--- config.mk ---
export PLATFORM = sky130hd
export DESIGN_NAME = nora_mst_arbiter
export DESIGN_NICKNAME = d
export VERILOG_FILES = /design/src/rtl/nora_mst_arbiter.sv
export SDC_FILE = /design/constraint.sdc
export NUM_CORES = 1
export LEC_CHECK = 0
export BUFFER_PORTS_ARGS = -buffer_cell sky130_fd_sc_hd__buf_4
export CAP_MARGIN = 20
export CORE_MARGIN = 2
export CORE_UTILIZATION = 43
export CTS_BUF_LIST = sky130_fd_sc_hd__clkbuf_4
export DETAILED_ROUTE_END_ITERATION = 8
export GPL_TIMING_DRIVEN = 0
export PLACE_DENSITY = 0.86
export REMOVE_ABC_BUFFERS = 1
export SLEW_MARGIN = 20
export SYNTH_ARGS = -nofsm -noshare
export SYNTH_HDL_FRONTEND = slang
export SYNTH_SLANG_ARGS = --single-unit
--- constraint.sdc ---
create_clock -name clk6x -period 1.53 [get_ports clk6x]
set_clock_uncertainty 0.2 [all_clocks]
set_input_delay 0.0765 -clock clk6x [delete_from_list [all_inputs] [get_ports clk6x]]
set_output_delay 0.0765 -clock clk6x [all_outputs]
set_load 0.02 [all_outputs]
--- src/rtl/nora_mst_arbiter.sv ---
// nora_mst_arbiter: round-robin two-port NORA master arbiter with lock; optional busy timeout via NORA_MST_ARB_TIMEOUT_EN
module nora_mst_arbiter #(
    parameter int TIMEOUT_CYC = 255
) (
    input  logic        clk6x,
    input  logic        reset,
    input  logic [23:0] m0_addr_i,
    input  logic [7:0]  m0_data_i,
    input  logic        m0_rwn_i,
    input  logic        m0_req_SRAM_i,
    input  logic        m0_req_OTHER_i,
    input  logic        m0_lock_i,
    output logic [7:0]  m0_datard_o,
    output logic        m0_ack_o,
    input  logic [23:0] m1_addr_i,
    input  logic [7:0]  m1_data_i,
    input  logic        m1_rwn_i,
    input  logic        m1_req_SRAM_i,
    input  logic        m1_req_OTHER_i,
    input  logic        m1_lock_i,
    output logic [7:0]  m1_datard_o,
    output logic        m1_ack_o,
    output logic [23:0] nora_mst_addr_o,
    output logic [7:0]  nora_mst_data_o,
    output logic        nora_mst_rwn_o,
    output logic        nora_mst_req_SRAM_o,
    output logic        nora_mst_req_OTHER_o,
    input  logic [7:0]  nora_mst_datard_i,
    input  logic        nora_mst_ack_i,
    output logic [1:0]  grant_o,
    output logic        timeout_o
);
    localparam logic [1:0] IDLE = 2'd0;
    localparam logic [1:0] BUSY = 2'd1;
    localparam logic [1:0] GAP  = 2'd2;

    logic [1:0] state;
    logic       last_grant, lock_valid, lock_owner;
    logic       req0, req1, lock_hold, win, win_ok, owner, owner_lock, tmo_hit, done;
    logic [7:0] rd_val;

    always_comb begin
        req0       = m0_req_SRAM_i | m0_req_OTHER_i;
        req1       = m1_req_SRAM_i | m1_req_OTHER_i;
        lock_hold  = lock_valid & (lock_owner ? m1_lock_i : m0_lock_i);
        win        = lock_hold ? lock_owner : (req0 & req1) ? ~last_grant : req1;
        win_ok     = lock_hold ? (lock_owner ? req1 : req0) : (req0 | req1);
        owner      = grant_o[1];
        owner_lock = owner ? m1_lock_i : m0_lock_i;
        done       = (state == BUSY) & (nora_mst_ack_i | tmo_hit);
        rd_val     = nora_mst_ack_i ? nora_mst_datard_i : 8'hFF;
    end

`ifdef NORA_MST_ARB_TIMEOUT_EN
    logic [7:0] tmo_cnt;
    assign tmo_hit = (state == BUSY) & (tmo_cnt == 8'(TIMEOUT_CYC - 1));
    always_ff @(posedge clk6x) begin
        if (reset) begin
            tmo_cnt   <= 8'd0;
            timeout_o <= 1'b0;
        end else begin
            tmo_cnt <= (state == BUSY) ? tmo_cnt + 8'd1 : 8'd0;
            if (tmo_hit && !nora_mst_ack_i)
                timeout_o <= 1'b1;
        end
    end
`else
    assign tmo_hit   = 1'b0;
    assign timeout_o = 1'b0;
`endif

    always_ff @(posedge clk6x) begin
        if (reset) begin
            state                <= IDLE;
            last_grant           <= 1'b1;
            lock_valid           <= 1'b0;
            lock_owner           <= 1'b0;
            grant_o              <= 2'b00;
            m0_datard_o          <= 8'h00;
            m1_datard_o          <= 8'h00;
            m0_ack_o             <= 1'b0;
            m1_ack_o             <= 1'b0;
            nora_mst_addr_o      <= 24'h0;
            nora_mst_data_o      <= 8'h00;
            nora_mst_rwn_o       <= 1'b0;
            nora_mst_req_SRAM_o  <= 1'b0;
            nora_mst_req_OTHER_o <= 1'b0;
        end else begin
            m0_ack_o <= 1'b0;
            m1_ack_o <= 1'b0;
            if (state == IDLE) begin
                if (lock_valid && !lock_hold)
                    lock_valid <= 1'b0;
                if (win_ok) begin
                    grant_o              <= win ? 2'b10 : 2'b01;
                    nora_mst_addr_o      <= win ? m1_addr_i : m0_addr_i;
                    nora_mst_data_o      <= win ? m1_data_i : m0_data_i;
                    nora_mst_rwn_o       <= win ? m1_rwn_i : m0_rwn_i;
                    nora_mst_req_SRAM_o  <= win ? m1_req_SRAM_i : m0_req_SRAM_i;
                    nora_mst_req_OTHER_o <= win ? m1_req_OTHER_i : m0_req_OTHER_i;
                    state                <= BUSY;
                end
            end else if (done) begin
                nora_mst_req_SRAM_o  <= 1'b0;
                nora_mst_req_OTHER_o <= 1'b0;
                grant_o              <= 2'b00;
                lock_valid           <= nora_mst_ack_i & owner_lock;
                lock_owner           <= owner;
                if (nora_mst_ack_i)
                    last_grant <= owner;
                if (owner) begin
                    m1_datard_o <= rd_val;
                    m1_ack_o    <= 1'b1;
                end else begin
                    m0_datard_o <= rd_val;
                    m0_ack_o    <= 1'b1;
                end
                state <= GAP;
            end else if (state == GAP) begin
                state <= IDLE;
            end
        end
    end
endmodule

Word-level counts from Yosys, hierarchy flattened
Index checks and enable logic that the tools add are counted.
- equality and inequality tests: 4
- mux-type cells: 30
- bitwise gates (word level): 11
- reductions and logical operators: 14
- operator list (cell ; count):
    24-bit two-way mux ; 1
    1-bit two-way mux ; 19
    2-bit two-way mux ; 8
    8-bit two-way mux ; 2
    2-bit AND reduction ; 5
    3-bit AND reduction ; 3
    1-bit AND ; 4
    1-bit inverter ; 4
    1-bit bitwise OR ; 3
    3-bit nonzero test ; 1
    3-bit OR reduction ; 1
    2-bit by 1-bit equality test with 1-bit output (second input constant) ; 1
    2-bit equality test (second input constant) ; 1
    2-bit logical NOT ; 1
    2-bit by 1-bit != test with 1-bit output (second input constant) ; 1
    2-bit != test (second input constant) ; 1
    2-bit nonzero test ; 1
    1-bit logical AND ; 1
    1-bit logical NOT ; 1
- flip-flop bits (word level): 60
- input bits: 83

Longest topological paths before layout
Gate-level depths: netlist of the first run.
- depth in word-level cells: 7
- mapped depth: 6
- gate-level depth less buffers: 4

Worst setup path after synthesis of the first run
OpenSTA, ideal clock, no wires.
- path type: register to register
- start point: register lock_owner
- end point: register nora_mst_addr_o[10]
- data arrival time: 1249 ps
- required time: 1183 ps
- slack: -65 ps
- cell stages (with the launch flop): 6
- path buffers: 1
- clock period less this slack: 1595 ps
- path through: dfxtp_1 > and3b_1 > o22a_1 > nor2_4 > buf_6 > a311oi_2
- longest elaborated chain between the ends: 4
- elaborated cells on any way between the ends: 7
- classes of those cells: mux: 5; bitwise: 1; reduce/logical: 1
- RTL lines (element ; RTL line ; text):
    start, declared ; 38 ; logic last_grant, lock_valid, lock_owner;
    start signal, assigned ; 108 ; lock_owner <= owner;
    1-bit two-way mux ; 45 ; lock_hold = lock_valid & (lock_owner ? m1_lock_i : m0_lock_i);
    1-bit AND ; 45 ;
    1-bit two-way mux (on tied branches) ; 46, 47 ;
    24-bit two-way mux / 2-bit AND reduction (equally long branches) ; n/a ;
    end signal, assigned ; 96 ; nora_mst_addr_o <= win ? m1_addr_i : m0_addr_i;
    end, declared ; 23 ; output logic [23:0] nora_mst_addr_o,
Several ways; a longest one is shown, not always the timed one.
A chain may end at the register's enable or synchronous reset.

Final worst setup path of the first run
- start point: register lock_owner
- end point: register nora_mst_addr_o[2]
The elaborated chain is that of the path after synthesis.

==> flow_metrics.py, run 1 <==
metrics = {
    "outcome": {
        "run_status": "complete, but fails checks",
        "violations": "setup timing",
    },
    "route": {
        "drc": 0,
        "wl_per_cell_um": 22.17,
        "dr.first_iter.drc_count": 290,
        "ant_nets": 0,
        "dr.pass1.iters": 5,
        "vias_per_cell": 6.255,
        "vias": 4053,
        "routed_wl_mm": 14.36,
    },
    "setup_path": {
        "setup.worst_path.class": "reg -> reg",
        "cp.required_ns": 1.59,
        "worstPathArrival_ns": 1.85,
        "r2r_setup_slack_ns": -0.26,
        "worstRegToRegCells": 5,
        "end_kind": "register",
        "cp_max_fo": 8,
        "setup.worst_path.start_class": "register",
    },
    "synth": {
        "synth_top_area_share_pct": 40.71,
        "synthXorXnorAreaFrac_pct": 0,
        "syn_area_um2": 2950,
        "synth_cells": 321,
        "synth_edf_count": 0,
        "synth_area_per_cell_um2": 9.191,
        "ys.flop_type": "dfxtp_1",
        "ys_warn_count": 0,
        "synth-compound-area-share_pct": 37.70,
        "synth_seq_cells": 60,
        "yosysSeqAreaShare_pct": 40.71,
        "synth.top_cells.by_count": "60 x dfxtp_1, 39 x a21oi_1, 34 x nand3_1",
        "synth.mux.area_fraction_pct": 0.6785,
        "synthAdderAreaFrac_pct": 0,
        "synth_most_common_cell": "dfxtp_1",
        "synth_top_cell_by_area": "dfxtp_1",
        "synthSimpleGateAreaFrac_pct": 12.93,
        "async_reset_ff_share_pct": 0,
        "synthTopCellsByArea": "dfxtp_1 41%, a311oi_2 14%, a21oi_1 6.6%, nand3_1 5.8%, o21ai_1 4.4%",
        "yosysUniqueCellTypes": 40,
        "synth_top_family_by_area": "compound AO/OA/AOI/OAI gates",
    },
    "pwr": {
        "internal_power_uw": 3438,
        "vdd_ir_drop_max_uv": 489.2,
        "p_leak_uw": 0.002267,
        "switching_share_pct": 33.39,
        "p_switching_uw": 1723,
        "p_seq_share_pct": 35.4,
        "p_per_area_nw_per_um2": 917.2,
        "totalPowerFinal_uw": 5161,
        "p_clk_share_pct": 28.6,
        "share_comb_of_total_power_pct": 35.9,
    },
    "finish": {
        "drive_gt1_share_pct": 47.18,
        "seqCellArea_um2": 1214,
        "multi_input_area_um2": 1775,
        "num-nets-final": 646,
        "n_antenna_cell": 0,
        "design_area_um2": 5627,
        "fillerInstances": 356,
        "area_growth_pct": 90.71,
    },
    "placed_design": {
        "place_congestion": 0.7647,
        "dpl-instance-area_um2": 3958,
        "dpl.hpwl_mm": 5.804,
        "portBuffers": 137,
    },
    "die": {
        "ios": 139,
        "start_util_pct": 43.91,
        "dieArea_um2": 7539,
        "rows": 30,
        "die_h_um": 86.83,
        "die_x_um": 86.83,
        "core_area_um2": 6719,
    },
    "timing": {
        "max_freq_mhz": 558.3,
        "rsz0062_at_grt": "yes",
        "period_share_pct": 117.1,
        "worst_slew_pin_slew_ns": 0.8418,
        "relSlewSlack_pct": 43.88,
        "hold_violations": 0,
        "finalSetupViolCount": 53,
        "finalMaxSlewViolations": 0,
        "layout_setup_ws_ns": -0.2612,
        "layout_min_cycle_time_ns": 1.791,
    },
    "global_route": {
        "grt_pass1_vias": 4146,
        "track_usage_pct": 36.64,
        "antenna_found_initial": 0,
        "grt_start_max_net_pins": 61,
        "grt_pass1_wl_mm": 20.97,
        "grt-ovfl-total": 0,
    },
    "clock_tree": {
        "root_buffer": "clkbuf_4",
        "cts_tree": "done",
        "clk_latency_ns": 0.43,
        "path_clk_slew_ns": 0.14,
        "cts_buffers": 9,
        "cts_num_sinks": 60,
        "cts.path.max_buffers": 2,
        "htree_levels": 3,
    },
    "worst_hold_path": {
        "hp-class": "in -> reg",
        "holdPathStages": 2,
    },
    "job": {
        "max_cap_violations": 0,
    },
}
worst paths after layout:
check	to	startpoint
hold reg to reg	nora_mst_data_o[5]	nora_mst_data_o[5]
hold / removal	lock_owner	reset
setup reg to reg	nora_mst_addr_o[2]	lock_owner
setup / recovery	nora_mst_addr_o[2]	lock_owner
registers in the layout, summed over array words and instances (netlist names), 2 cells and up:
| name | count |
|---|---|
| nora_mst_addr_o | 24 |
| m0_datard_o | 8 |
| m1_datard_o | 8 |
| nora_mst_data_o | 8 |
| grant_o | 2 |
| state | 2 |
through the flow:
| stage | setup slack [ns] | hold slack (ns) | util [%] | TNS (ns) | cells |
|---|---|---|---|---|---|
| floorplan | -0.7534 | -0.05564 | - | -29.50 | 286 |
| global placement | -1.622 | 0.1693 | 57.43 | -67.97 | 503 |
| detailed placement | -0.8999 | 0.1733 | 58.90 | -40.67 | 506 |
| CTS | -0.2132 | -0.2041 | 82.22 | -6.352 | 641 |
| global route | -0.3120 | 0.02247 | 83.74 | -11.37 | 648 |
| finish | -0.2612 | 0.01883 | 83.74 | -8.763 | 648 |
cell type report:
type / count / area share, %
timing repair buffer: 257 / 41.58
multi-input combinational: 232 / 31.55
sequential: 60 / 21.57
clock inverter: 7 / 2.046
tap: 80 / 1.779
clock buffer: 9 / 1.201
inverter: 3 / 0.2668
cells by family after synthesis:
family / Yosys count
mux: 2
simple gates: 80
compound gates: 140
buf+inv: 38
other cells: 1
flops: 60
layer usage:
layer	GRT usage (%)	vias up	share of wire, %
li1	-	1726	-
met1	40.65	1912	36
met2	63.22	330	50
met3	9.619	85	8.8
met4	20.31	0	4.9
met5	0	-	0
critical path: stages (launching register included):
cell and delay (ns):
dfxtp_4 0.40, inv_1 0.19, o21a_4 0.32, buf_12 0.14
o21ai_1 0.23, a311oi_2 0.13
power groups by stage:
stage                     Sequential (uW)  Combinational, uW  Clock [uW]
after global routing                 1840               1930        1550
final                                1830               1860        1480
after floorplan                      2020                533           0
after detailed placement             1850               1320           0
after global placement               1840               1250           0
after CTS                            1810               1730        1460
layout by cell type, fill, tap and decap left out, types with 11 or more instances in the layout:
master           n
a211oi_1        16
dfxtp_1         56
o21ai_1         26
dlygate4sd3_1   81
buf_4          151
nand3_1         33
a21oi_1         28
buf_6           12
nor2_1          27
a21oi_2         11
a311oi_2        28
what timing repair did:
| action | in CTS | in global routing |
|---|---|---|
| setup endpoints to repair | 57 | 55 |
| gates resized for setup | 41 | 24 |
| hold buffers | 79 | 2 |
| pin swaps | 27 | 26 |
| hold endpoints to repair | 55 | 1 |
| gates cloned | 10 | 1 |
| buffers inserted | 31 | 6 |
No activity file was read; power rests on OpenSTA's default activity.
==> inputs of run 2 (changes only) <==
- BUFFER_PORTS_ARGS: -buffer_cell sky130_fd_sc_hd__buf_4 -> unset
- CORE_ASPECT_RATIO: unset -> 1.5
- CORE_UTILIZATION: 43 -> 59
- DONT_BUFFER_PORTS: unset -> 1
==> flow_metrics.py, run 2 (synthesis results as in run 1) <==
metrics = {
    "route": {
        "dr.pass1.iters": 4,
        "vias_per_cell": 7.054,
        "ant_nets": 0,
        "routed_wl_mm": 10.19,
        "dr.first_iter.drc_count": 202,
        "wl_per_cell_um": 24.86,
        "drc": 0,
        "vias": 2892,
    },
    "clock_tree": {
        "clk_latency_ns": 0.40,
        "root_buffer": "clkbuf_4",
        "htree_levels": 3,
        "path_clk_slew_ns": 0.10,
        "cts_buffers": 9,
        "cts_tree": "done",
        "ctsHoldBuffers": 1,
        "cts.path.max_buffers": 2,
        "cts_num_sinks": 60,
    },
    "setup_path": {
        "cp.required_ns": 1.61,
        "end_kind": "register",
        "setup.worst_path.start_class": "register",
        "reg2reg_to": "nora_mst_addr_o[8]",
        "worstReg2RegStart": "lock_owner",
        "worstRegToRegCells": 5,
        "cp_max_fo": 8,
        "worstPathArrival_ns": 1.80,
        "setup.worst_path.class": "reg -> reg",
        "r2r_setup_slack_ns": -0.19,
    },
    "finish": {
        "seqCellArea_um2": 1217,
        "drive_gt1_share_pct": 43.31,
        "layout_common_cells": "55 x dfxtp_1, 31 x nand3_1, 31 x o21ai_1",
        "fillerInstances": 341,
        "final_common_cell": "dfxtp_1",
        "num-nets-final": 423,
        "multi_input_area_um2": 1924,
        "design_area_um2": 3865,
        "regMostFlops": "nora_mst_addr_o",
        "area_growth_pct": 31.00,
        "final_core_util_pct": 80.36,
        "largest_reg_flops": 24,
        "n_antenna_cell": 0,
    },
    "placed_design": {
        "portBuffers": 0,
        "place_congestion": 0.8298,
        "dpl.hpwl_mm": 4.687,
        "place_ws_ns": -0.9153,
        "dpl-instance-area_um2": 2884,
    },
    "timing": {
        "whs_ns": -0.4669,
        "layout_setup_ws_ns": -0.1889,
        "rsz0062_at_grt": "yes",
        "relSlewSlack_pct": 57.87,
        "layout_min_cycle_time_ns": 1.719,
        "worst_slew_pin_slew_ns": 0.6312,
        "timing.setup.tns_ns": -5.929,
        "period_share_pct": 112.3,
        "hold_violations": 59,
        "finalSetupViolCount": 40,
        "max_freq_mhz": 581.8,
        "finalMaxSlewViolations": 0,
    },
    "global_route": {
        "grt-ovfl-total": 0,
        "grt_pass1_wl_mm": 13.94,
        "grt_start_max_net_pins": 61,
        "antenna_found_initial": 0,
        "grt_pass1_vias": 2759,
        "track_usage_pct": 33.44,
    },
    "die": {
        "dieArea_um2": 5594,
        "rows": 31,
        "core_area_um2": 4810,
        "start_util_pct": 61.34,
        "die_h_um": 90.61,
        "ios": 139,
        "die_x_um": 61.74,
    },
    "outcome": {
        "run_status": "complete, but fails checks",
        "violations": "hold timing, setup timing",
    },
    "worst_hold_path": {
        "hp-class": "in -> reg",
        "holdPathStages": 1,
        "holdPathEnd": "nora_mst_addr_o[7]",
        "hp-start": "reset",
    },
    "pwr": {
        "p_per_area_nw_per_um2": 1020,
        "p_leak_uw": 0.001261,
        "vdd_ir_drop_max_uv": 715.7,
    },
    "job": {
        "max_cap_violations": 0,
    },
}
## run 2: cell types whose count changed in the layout (fill, tap and decap cells not counted), sizes merged
cell | before | now
o21a | 5 | 8
clkinvlp | 2 | 1
inv | 2 | 1
dlygate4sd3 | 81 | 1
bufinv | 3 | 0
clkinv | 3 | 5
o22ai | 2 | 1
nor2 | 33 | 34
buf | 176 | 27
and2 | 4 | 2
clkbuf | 9 | 16
## run 2: final cells by class
class / instances / share of cell area, %
Sequential cell: 60 / 31.50
Clock buffer: 11 / 2.137
Timing Repair Buffer: 33 / 13.60
Clock inverter: 4 / 0.4532
Inverter: 3 / 0.3885
Tap cell: 66 / 2.137
Multi-Input combinational cell: 233 / 49.79
## run 2: worst max path at each step
| stage | startpoint | endpoint | slack (ns) | cells after the start |
|---|---|---|---|---|
| after floorplan | state[0] | nora_mst_req_OTHER_o | -0.75 | 3 |
| after global placement | state[0] | nora_mst_req_SRAM_o | -1.52 | 3 |
| after detailed placement | lock_owner | nora_mst_addr_o[17] | -0.92 | 4 |
| after CTS | lock_valid | nora_mst_addr_o[15] | -0.14 | 6 |
| after global routing | lock_owner | nora_mst_data_o[2] | -0.25 | 5 |
| final | lock_owner | nora_mst_addr_o[8] | -0.19 | 5 |
## run 2: what timing repair did
action                                 in CTS  in global routing
setup endpoints to repair                  57                 54
cloned                                      9                  7
resized for setup                          29                 61
pin swaps                                  33                 25
buffers inserted                           18                  6
endpoints found under the hold margin      60                 59
## run 2: stage by stage
stage / total power (uW) / cells
2_1_floorplan: 2550 / 286
3_3_place_gp: 2680 / 352
3_5_place_dp: 2735 / 354
4_1_cts: 3771 / 397
5_1_grt: 4078 / 410
6_report: 3941 / 410
## run 2: critical path: stages (launching register included)
cell        delay [ns]
dfxtp_4           0.40
clkinvlp_4        0.22
buf_4             0.21
o21a_4            0.24
o21ai_1           0.20
a311oi_2          0.12
## run 2: power by group
part	switching, uW	internal [uW]
sequential	325	1720
combinational	550	446
clock	556	347
## run 2: layer usage
metal	routed length (um)	track usage, %
met3	968	7.880
met1	3646	37.66
met4	396	16.67
met5	0	0
met2	5182	55.96
